**config.mk**
```make
export PLATFORM = sky130hd
export DESIGN_NAME = update_timing_gen_flat
export DESIGN_NICKNAME = d
export VERILOG_FILES = /design/src/rtl/update_timing_gen_if.sv /design/src/rtl/update_timing_gen.sv /design/src/flat_wrapper.sv
export SDC_FILE = /design/constraint.sdc
export NUM_CORES = 1
export LEC_CHECK = 0
export CAP_MARGIN = 20
export CORE_MARGIN = 3
export CORE_UTILIZATION = 35
export DETAILED_ROUTE_END_ITERATION = 6
export RECOVER_POWER = 25
export SKIP_CTS_REPAIR_TIMING = 1
export SYNTH_ARGS = -nofsm -noshare
export SYNTH_HDL_FRONTEND = slang
export SYNTH_SLANG_ARGS = --single-unit
```
**constraint.sdc**
```tcl
create_clock -name CLK -period 4.2 [get_ports CLK]
set_clock_uncertainty 0.15 [all_clocks]
set_input_delay 0.63 -clock CLK [delete_from_list [all_inputs] [get_ports CLK]]
set_output_delay 0.63 -clock CLK [all_outputs]
set_load 0.1 [all_outputs]
```
**src/rtl/update_timing_gen_if.sv**
```systemverilog
// Update-timing generator bus: per-channel enable/period in, strobe/phase out.
// SYNC is present only when SYNC_EN is defined.
interface update_timing_gen_if #(
   parameter int WIDTH    = 13,
   parameter int CHANNELS = 4
);
   logic [CHANNELS-1:0]            EN;
   logic [CHANNELS-1:0][WIDTH-1:0] UPDATE_CYCLE;
   logic [CHANNELS-1:0]            UPDATE;
   logic [CHANNELS-1:0][WIDTH-1:0] PHASE;
`ifdef SYNC_EN
   logic                           SYNC;

   modport master (output EN, UPDATE_CYCLE, SYNC, input UPDATE, PHASE);
   modport slave  (input EN, UPDATE_CYCLE, SYNC, output UPDATE, PHASE);
`else
   modport master (output EN, UPDATE_CYCLE, input UPDATE, PHASE);
   modport slave  (input EN, UPDATE_CYCLE, output UPDATE, PHASE);
`endif
endinterface

```
**src/rtl/update_timing_gen.sv**
```systemverilog
// Multi-channel periodic update strobe generator with per-channel phase counter.
// Optional macro SYNC_EN adds the SYNC phase-realign strobe.
module update_timing_ch #(
   parameter int WIDTH = 13
) (
   input  logic             CLK,
   input  logic             RST_N,
   input  logic             run_ok,
   input  logic             en,
   input  logic [WIDTH-1:0] ucyc,
   input  logic             sync,
   output logic             upd,
   output logic [WIDTH-1:0] phase
);
   typedef enum logic {IDLE, RUN} state_t;

   state_t           state;
   logic [WIDTH-1:0] t, cyc;
   logic             start_ok;
   logic             wrap;

   assign start_ok = en && (ucyc != '0);
   // Unsigned WIDTH-bit compare; cyc is never 0 while RUN.
   assign wrap     = (t == cyc - WIDTH'(1));
   assign phase    = t;

   always_ff @(posedge CLK or negedge RST_N) begin
      if (!RST_N) begin
         state <= IDLE;
         t     <= '0;
         cyc   <= '0;
         upd   <= 1'b0;
      end else if (run_ok) begin
         if (sync) begin
            t     <= '0;
            cyc   <= ucyc;
            state <= start_ok ? RUN : IDLE;
            upd   <= start_ok;
         end else begin
            case (state)
               IDLE: begin
                  t   <= '0;
                  upd <= 1'b0;
                  if (start_ok) begin
                     state <= RUN;
                     cyc   <= ucyc;
                     upd   <= 1'b1;
                  end
               end
               RUN: begin
                  if (!en) begin
                     state <= IDLE;
                     t     <= '0;
                     upd   <= 1'b0;
                  end else if (wrap) begin
                     t <= '0;
                     if (ucyc == '0) begin
                        state <= IDLE;
                        upd   <= 1'b0;
                     end else begin
                        cyc <= ucyc;
                        upd <= 1'b1;
                     end
                  end else begin
                     t   <= t + WIDTH'(1);
                     upd <= 1'b0;
                  end
               end
               default: begin
                  state <= IDLE;
                  t     <= '0;
                  upd   <= 1'b0;
               end
            endcase
         end
      end
   end
endmodule

module update_timing_gen #(
   parameter int WIDTH    = 13,
   parameter int CHANNELS = 4
) (
   input logic                CLK,
   input logic                RST_N,
   update_timing_gen_if.slave bus
);
   // Reset release is held off two edges so all channels leave reset together.
   logic [1:0]                     rst_pipe;
   logic                           sync_w;
   logic [CHANNELS-1:0]            upd_w;
   logic [CHANNELS-1:0][WIDTH-1:0] phase_w;

   always_ff @(posedge CLK or negedge RST_N) begin
      if (!RST_N) rst_pipe <= '0;
      else        rst_pipe <= {rst_pipe[0], 1'b1};
   end

`ifdef SYNC_EN
   assign sync_w = bus.SYNC;
`else
   assign sync_w = 1'b0;
`endif

   for (genvar g = 0; g < CHANNELS; g++) begin : g_ch
      update_timing_ch #(.WIDTH(WIDTH)) u_ch (
         .CLK    (CLK),
         .RST_N  (RST_N),
         .run_ok (rst_pipe[1]),
         .en     (bus.EN[g]),
         .ucyc   (bus.UPDATE_CYCLE[g]),
         .sync   (sync_w),
         .upd    (upd_w[g]),
         .phase  (phase_w[g])
      );
   end

   assign bus.UPDATE = upd_w;
   assign bus.PHASE  = phase_w;
endmodule
```
**src/flat_wrapper.sv**
```systemverilog
// flat-port wrapper written by rule: the top's interface ports become plain ports
module update_timing_gen_flat 
#(
   parameter int WIDTH    = 13,
   parameter int CHANNELS = 4
)
  (CLK, RST_N, bus_EN, bus_UPDATE_CYCLE, bus_UPDATE, bus_PHASE);
  update_timing_gen_if #(.WIDTH(WIDTH), .CHANNELS(CHANNELS)) bus_i ();
  input logic CLK;
  input logic RST_N;
  input wire logic [$bits(bus_i.EN)-1:0] bus_EN;
  input wire logic [$bits(bus_i.UPDATE_CYCLE)-1:0] bus_UPDATE_CYCLE;
  output wire logic [$bits(bus_i.UPDATE)-1:0] bus_UPDATE;
  output wire logic [$bits(bus_i.PHASE)-1:0] bus_PHASE;
  assign bus_i.EN = bus_EN;
  assign bus_i.UPDATE_CYCLE = bus_UPDATE_CYCLE;
  assign bus_UPDATE = bus_i.UPDATE;
  assign bus_PHASE = bus_i.PHASE;
  update_timing_gen #(.WIDTH(WIDTH), .CHANNELS(CHANNELS)) u_core (.CLK(CLK), .RST_N(RST_N), .bus(bus_i));
endmodule
```
==> out/metrics.csv, run 1 <==
metric;value;unit
Cells after Synth;768;
Worst path slowest cell;or4_1;
Final Max Tran Viols;74;
minimum clock period;3640;ps
layout cells sized above 1;11.2;%
largest stage delay on the critical path;610;ps
H-tree Lvls;4;
syn nets;834;
Die W;149;um
initial antenna violation count;0;
TritonCTS clock tree;built;
vias per inst;5.52;
detailed placement HPWL;13400;um
Slew headroom;-28.6;%
Clk pwr share;37.0;%
Initial Util;36.3;%
largest net degree at the start of global routing;74;
Core Area;19800;um^2
vias in the first global route;6353;
maximum clock insertion buffer count;2;
switching fraction of total power;32.5;%
post-synthesis register bit count;114;
drt drc;0;
Area Overhead vs Synth;27.3;%
crit-path cells;inv_1, ha_1, nor3b_1, nand3_1, xnor2_1, a311oi_1, or4_1, a21oi_4, mux2_2;
CP Buf/Inv Count;1;
pre-CTS WS;613;ps
CTS Sinks;114;
fill cell count;1920;
CTS Buf Count;17;
fraction of registers with async set/reset;100;%
worst hold path class;reg2reg;
EDFF count, synth;0;
Syn Std Cell Area;7180;um^2
Fmax;0.275;GHz
maxcap violations;1;
Logic pwr share;25.6;%
Syn Area/Cell;9.35;um^2
post-synth cell types;64;
gpl congestion;0.903;
post-layout instance area;9140;um^2
Power Internal;2740;uW
status;finished, violations left;
sequential share of power;37.4;%
Starting DRT DRC Count;357;
DP Area;8540;um^2
Worst-Margin Slew;1930;ps
Reg clk slew, reported paths;50;ps
crit path DAT;3780;ps
Worst Path Max Fanout;14;
first-pass GRT wire length;32100;um
pwr/cell area;444;nW/um^2
Routed WL per cell;16.7;um
Hold Vio Cnt, Final;0;
clk root buf;clkbuf_16;
worst-skew pair later-pin latency;410;ps
Setup WS post-layout;562;ps
worst ir drop on vdd;0.244;mV
DRT Pass-1 Iters;6;
NetSw;1320;uW
Synth Warn #;0;
Routed WL;19100;um
Via Count;6335;
GRT Total Usage;17.6;%
Die Y;149;um
final setup fails;0;
row cnt;51;
RSZ-0062 raised after global routing;false;
setup TNS;0;ps
violated checks;max-capacitance violations, max-slew violations;
final worst path period share;86.6;%
full die area;22300;um^2
final net count;937;
Boundary Pins;114;
crit end category;flip-flop;
Routed Antenna Nets;0;
IO buf count;113;
Synth Flop Type;dfrtp_1;
total grt overflow;0;
sequential element share of the synthesized area;39.7;%
Worst EP required;4340;ps
Antenna diodes;0;
worst setup path class;reg2reg;
CP Launch Type;flip-flop;
Pleak;0.00364;uW
delay-heaviest family, CP;simple AND/OR/NAND/NOR gates;
power by group through the flow:
stage	Sequential [uW]	Combinational, uW	Clock [uW]
floorplan	1510	766	0
global placement	1530	1030	0
detailed placement	1530	1040	0
CTS	1520	1040	1540
global route	1550	1150	1580
finish	1520	1040	1500
cell type report:
type | instances | area [um^2] | area share [%]
multi-input cells | 570 | 3980 | 43.5
well taps | 265 | 332 | 3.63
inverters | 42 | 158 | 1.72
clock buffers | 21 | 470 | 5.15
repair buffers | 126 | 1220 | 13.4
clock inverters | 9 | 131 | 1.44
flip-flops and latches | 114 | 2850 | 31.2
cell usage after synthesis (14+ instances only):
cell type	number	share of area, %
a31oi_1	17	1.5
and3_1	20	1.7
clkbuf_1	26	1.4
dfrtp_1	114	40
inv_1	42	2.2
mux2_2	44	6.9
nand2_1	48	2.5
nand3_1	49	3.4
nand4_1	25	2.2
nor2_1	42	2.2
nor3_1	28	2.0
nor4_1	17	1.5
o21ai_0	28	2.0
or3_1	14	1.2
xnor2_1	34	4.1
xor2_1	23	2.8
stage by stage:
step	power, uW	hold slack [ps]	utilization [%]	instances
finish	4060	202	46.2	1147
global route	4280	212	46.2	1147
CTS	4100	203	46.2	1147
detailed placement	2570	186	43.2	1117
global placement	2560	184	43.2	1117
floorplan	2270	181	-	768
sequential cells by signal (all words and copies together) (netlist names):
register / count
u_core.g_ch.u_ch.cyc: 52
u_core.g_ch.u_ch.phase: 52
u_core.g_ch.u_ch.state: 4
u_core.g_ch.u_ch.upd: 4
u_core.rst_pipe: 2
cell usage in the layout (no fill, tap or decap), types with 8 or more instances in the layout:
cell type,Yosys,layout
nor3_1,28,28
mux2_2,44,44
o21ai_0,28,28
xor2_1,23,23
clkdlybuf4s50_1,0,112
buf_4,5,13
nand4_1,25,25
nor2_1,42,42
a41oi_1,10,10
mux2i_1,11,11
or3_1,14,14
inv_1,42,42
ha_1,8,8
nand3_1,49,49
nor4_1,17,17
xnor2_1,34,34
o2bb2ai_1,8,8
dfrtp_1,114,114
nand2_1,48,48
a21o_1,10,10
and3_1,20,20
o22ai_1,11,11
clkbuf_16,0,17
a31oi_1,17,17
path summary, 6_finish.rpt:
check                                      startpoint  slack [ps]  cells after the start                            to
min reg2reg                        u_core.rst_pipe[0]         200                      0            u_core.rst_pipe[1]
max reg2reg                u_core.g_ch[3].u_ch.cyc[0]         560                      9    u_core.g_ch[3].u_ch.cyc[0]
max in group asynchronous                       RST_N        2090                      2  u_core.g_ch[3].u_ch.phase[0]
min in group asynchronous                       RST_N         560                      1   u_core.g_ch[2].u_ch.cyc[10]
min                                u_core.rst_pipe[0]         200                      0            u_core.rst_pipe[1]
max                        u_core.g_ch[3].u_ch.cyc[0]         560                      9    u_core.g_ch[3].u_ch.cyc[0]
cell families (layout without fill, tap and decap cells):
| group | after synthesis | in the layout | synth area share (%) |
|---|---|---|---|
| AO/OA/AOI/OAI | 143 | 143 | 14.4 |
| XOR/XNOR | 58 | 58 | 7.26 |
| adder cells (fa/ha/maj) | 8 | 8 | 1.39 |
| buffers and inverters | 84 | 198 | 4.96 |
| flip-flops | 114 | 114 | 39.7 |
| multiplexers | 60 | 60 | 9.47 |
| other | 1 | 1 | 0.0522 |
| AND/OR/NAND/NOR | 300 | 300 | 22.7 |
metal layers:
| layer | up-vias | part of all wire [%] | global-route usage (%) | wire (um) |
|---|---|---|---|---|
| met4 | 0 | 0.84 | 4.44 | 160 |
| met2 | 151 | 47 | 27.8 | 8970 |
| met5 | - | 0 | 0 | 0 |
| met1 | 3104 | 48 | 24.5 | 9120 |
| li1 | 3065 | - | - | - |
| met3 | 15 | 4.7 | 4.25 | 892 |
Note: power is estimated with default switching activity, not from simulation.
==> run 2: changes to the inputs <==
--- a/config.mk
+++ b/config.mk
@@ -6,8 +6,8 @@
 export NUM_CORES = 1
 export LEC_CHECK = 0
 export CAP_MARGIN = 20
-export CORE_MARGIN = 3
-export CORE_UTILIZATION = 35
+export CORE_MARGIN = 2
+export CORE_UTILIZATION = 41
 export DETAILED_ROUTE_END_ITERATION = 6
 export RECOVER_POWER = 25
 export SKIP_CTS_REPAIR_TIMING = 1
==> constraint.sdc (replaced) <==
create_clock -name CLK -period 4.2 [get_ports CLK]
set_clock_uncertainty 0.15 [all_clocks]
set_input_delay 0.63 -clock CLK [delete_from_list [all_inputs] [get_ports CLK]]
set_output_delay 0.63 -clock CLK [all_outputs]
set_load 0.02 [all_outputs]
==> out/metrics.csv, run 2 (synthesis gave the netlist of run 1 again) <==
metric;value;unit
commonest non-fill, non-tap cell in the layout;dfrtp_1;
worst ir drop on vdd;0.289;mV
commonest non-fill, non-tap cells in the layout;dfrtp_1 (114), clkdlybuf4s50_1 (112), nand3_1 (49), nand2_1 (48), mux2_2 (44);
crit-path cells;inv_1, ha_1, nor3b_1, nand3_1, xnor2_1, a311oi_1, or4_1, a21oi_4, mux2_2;
Slew headroom;-19.2;%
maxcap violations;1;
drt drc;0;
Via Count;6419;
detailed placement HPWL;13600;um
Power Internal;2760;uW
final worst path period share;86.5;%
Hold Vio Cnt, Final;0;
Die Y;136;um
crit path DAT;3780;ps
switching fraction of total power;30.8;%
CTS Buf Count;17;
DRT Pass-1 Iters;5;
Reg-to-Reg Start;u_core.g_ch[3].u_ch.cyc[0];
NetSw;1230;uW
Finished Core Util;52.7;%
Final Max Tran Viols;70;
CP Launch Type;flip-flop;
Antenna diodes;0;
first-pass GRT wire length;32100;um
crit end category;flip-flop;
Worst path slowest cell;or4_1;
Reg clk slew, reported paths;50;ps
fill cell count;1518;
Boundary Pins;114;
Routed WL per cell;17.4;um
status;finished, violations left;
pwr/cell area;439;nW/um^2
largest net degree at the start of global routing;70;
vias per inst;5.80;
worst hold path class;reg2reg;
worst-skew pair later-pin latency;420;ps
Worst R2R Setup Slack;570;ps
Initial Util;41.7;%
Logic pwr share;24.0;%
IO buf count;113;
Worst-Margin Slew;1790;ps
Routed Antenna Nets;0;
setup TNS;0;ps
gpl congestion;0.847;
final net count;935;
CP Buf/Inv Count;1;
Pleak;0.00364;uW
delay-heaviest family, CP;simple AND/OR/NAND/NOR gates;
sequential share of power;38.2;%
Worst EP required;4340;ps
TritonCTS clock tree;built;
Starting DRT DRC Count;484;
H-tree Lvls;4;
Area Overhead vs Synth;26.5;%
layout cells sized above 1;11.1;%
final setup fails;0;
vias in the first global route;6335;
CTS Sinks;114;
full die area;18600;um^2
worst setup path class;reg2reg;
Routed WL;19300;um
initial antenna violation count;0;
Die W;136;um
RSZ-0062 raised after global routing;false;
violated checks;max-capacitance violations, max-slew violations;
GRT Total Usage;21.8;%
minimum clock period;3630;ps
total grt overflow;0;
maximum clock insertion buffer count;2;
Hold Crit Start;u_core.rst_pipe[0];
Worst Setup SP;u_core.g_ch[3].u_ch.cyc[0];
Clk pwr share;37.8;%
largest stage delay on the critical path;620;ps
Worst Path Max Fanout;14;
Fmax;0.275;GHz
Core Area;17200;um^2
row cnt;48;
clk root buf;clkbuf_16;
[run 2: final timing paths]
path	endpoint	depth (start not counted)
max	u_core.g_ch[3].u_ch.cyc[10]	9
min	u_core.rst_pipe[1]	0
max reg2reg	u_core.g_ch[3].u_ch.cyc[10]	9
min reg2reg	u_core.rst_pipe[1]	0
max in group asynchronous	u_core.g_ch[3].u_ch.phase[8]	2
min in group asynchronous	u_core.g_ch[1].u_ch.cyc[10]	1
[run 2: cell type report]
cell class	instances	area (um^2)	share of cell area [%]
timing repair buffer	124	1210	13.3
clock inverter	9	128	1.40
tap	225	282	3.10
clock buffer	23	488	5.37
inverter	42	158	1.73
sequential	114	2850	31.4
multi-input combinational	570	3980	43.7
[run 2: worst register-to-register path, stage by stage, from the launching register on]
cell	delay (ps)
dfrtp_1	480
inv_1	100
ha_1	300
nor3b_1	550
nand3_1	170
xnor2_1	160
a311oi_1	110
or4_1	620
a21oi_4	480
mux2_2	410
[run 2: per-stage QoR]
stage	hold slack (ps)	area [um^2]	std cells	worst slack, ps	total power [uW]
3_5_place_dp	192	8490	1075	590	2490
5_1_grt	218	9090	1107	228	4210
4_1_cts	204	9110	1107	569	4020
2_1_floorplan	181	7180	768	916	2190
6_report	200	9090	1107	565	3990
3_3_place_gp	183	8490	1075	703	2460
[run 2: power by group through the flow]
stage / Clock [uW] / Combinational, uW / Sequential (uW)
final: 1510 / 959 / 1520
after global routing: 1580 / 1060 / 1560
after CTS: 1540 / 962 / 1520
after detailed placement: 0 / 956 / 1540
after global placement: 0 / 929 / 1530
after floorplan: 0 / 742 / 1450
[run 2: routing by layer]
metal  vias to the layer above  GRT usage, %  part of all wire (%)
met3                        21          4.74                   4.8
met5                         -             0                     0
met2                       191          35.8                    49
li1                       3076             -                     -
met4                         0          6.83                   1.4
met1                      3131          28.8                    45
==> run 3: changes to the inputs <==
--- a/config.mk
+++ b/config.mk
@@ -8,6 +8,7 @@
 export CAP_MARGIN = 20
 export CORE_MARGIN = 2
 export CORE_UTILIZATION = 41
+export CTS_CLUSTER_DIAMETER = 100
 export DETAILED_ROUTE_END_ITERATION = 6
 export RECOVER_POWER = 25
 export SKIP_CTS_REPAIR_TIMING = 1
==> results of run 3 <==
Final layout, timing and power as in run 2 (identical DEF).
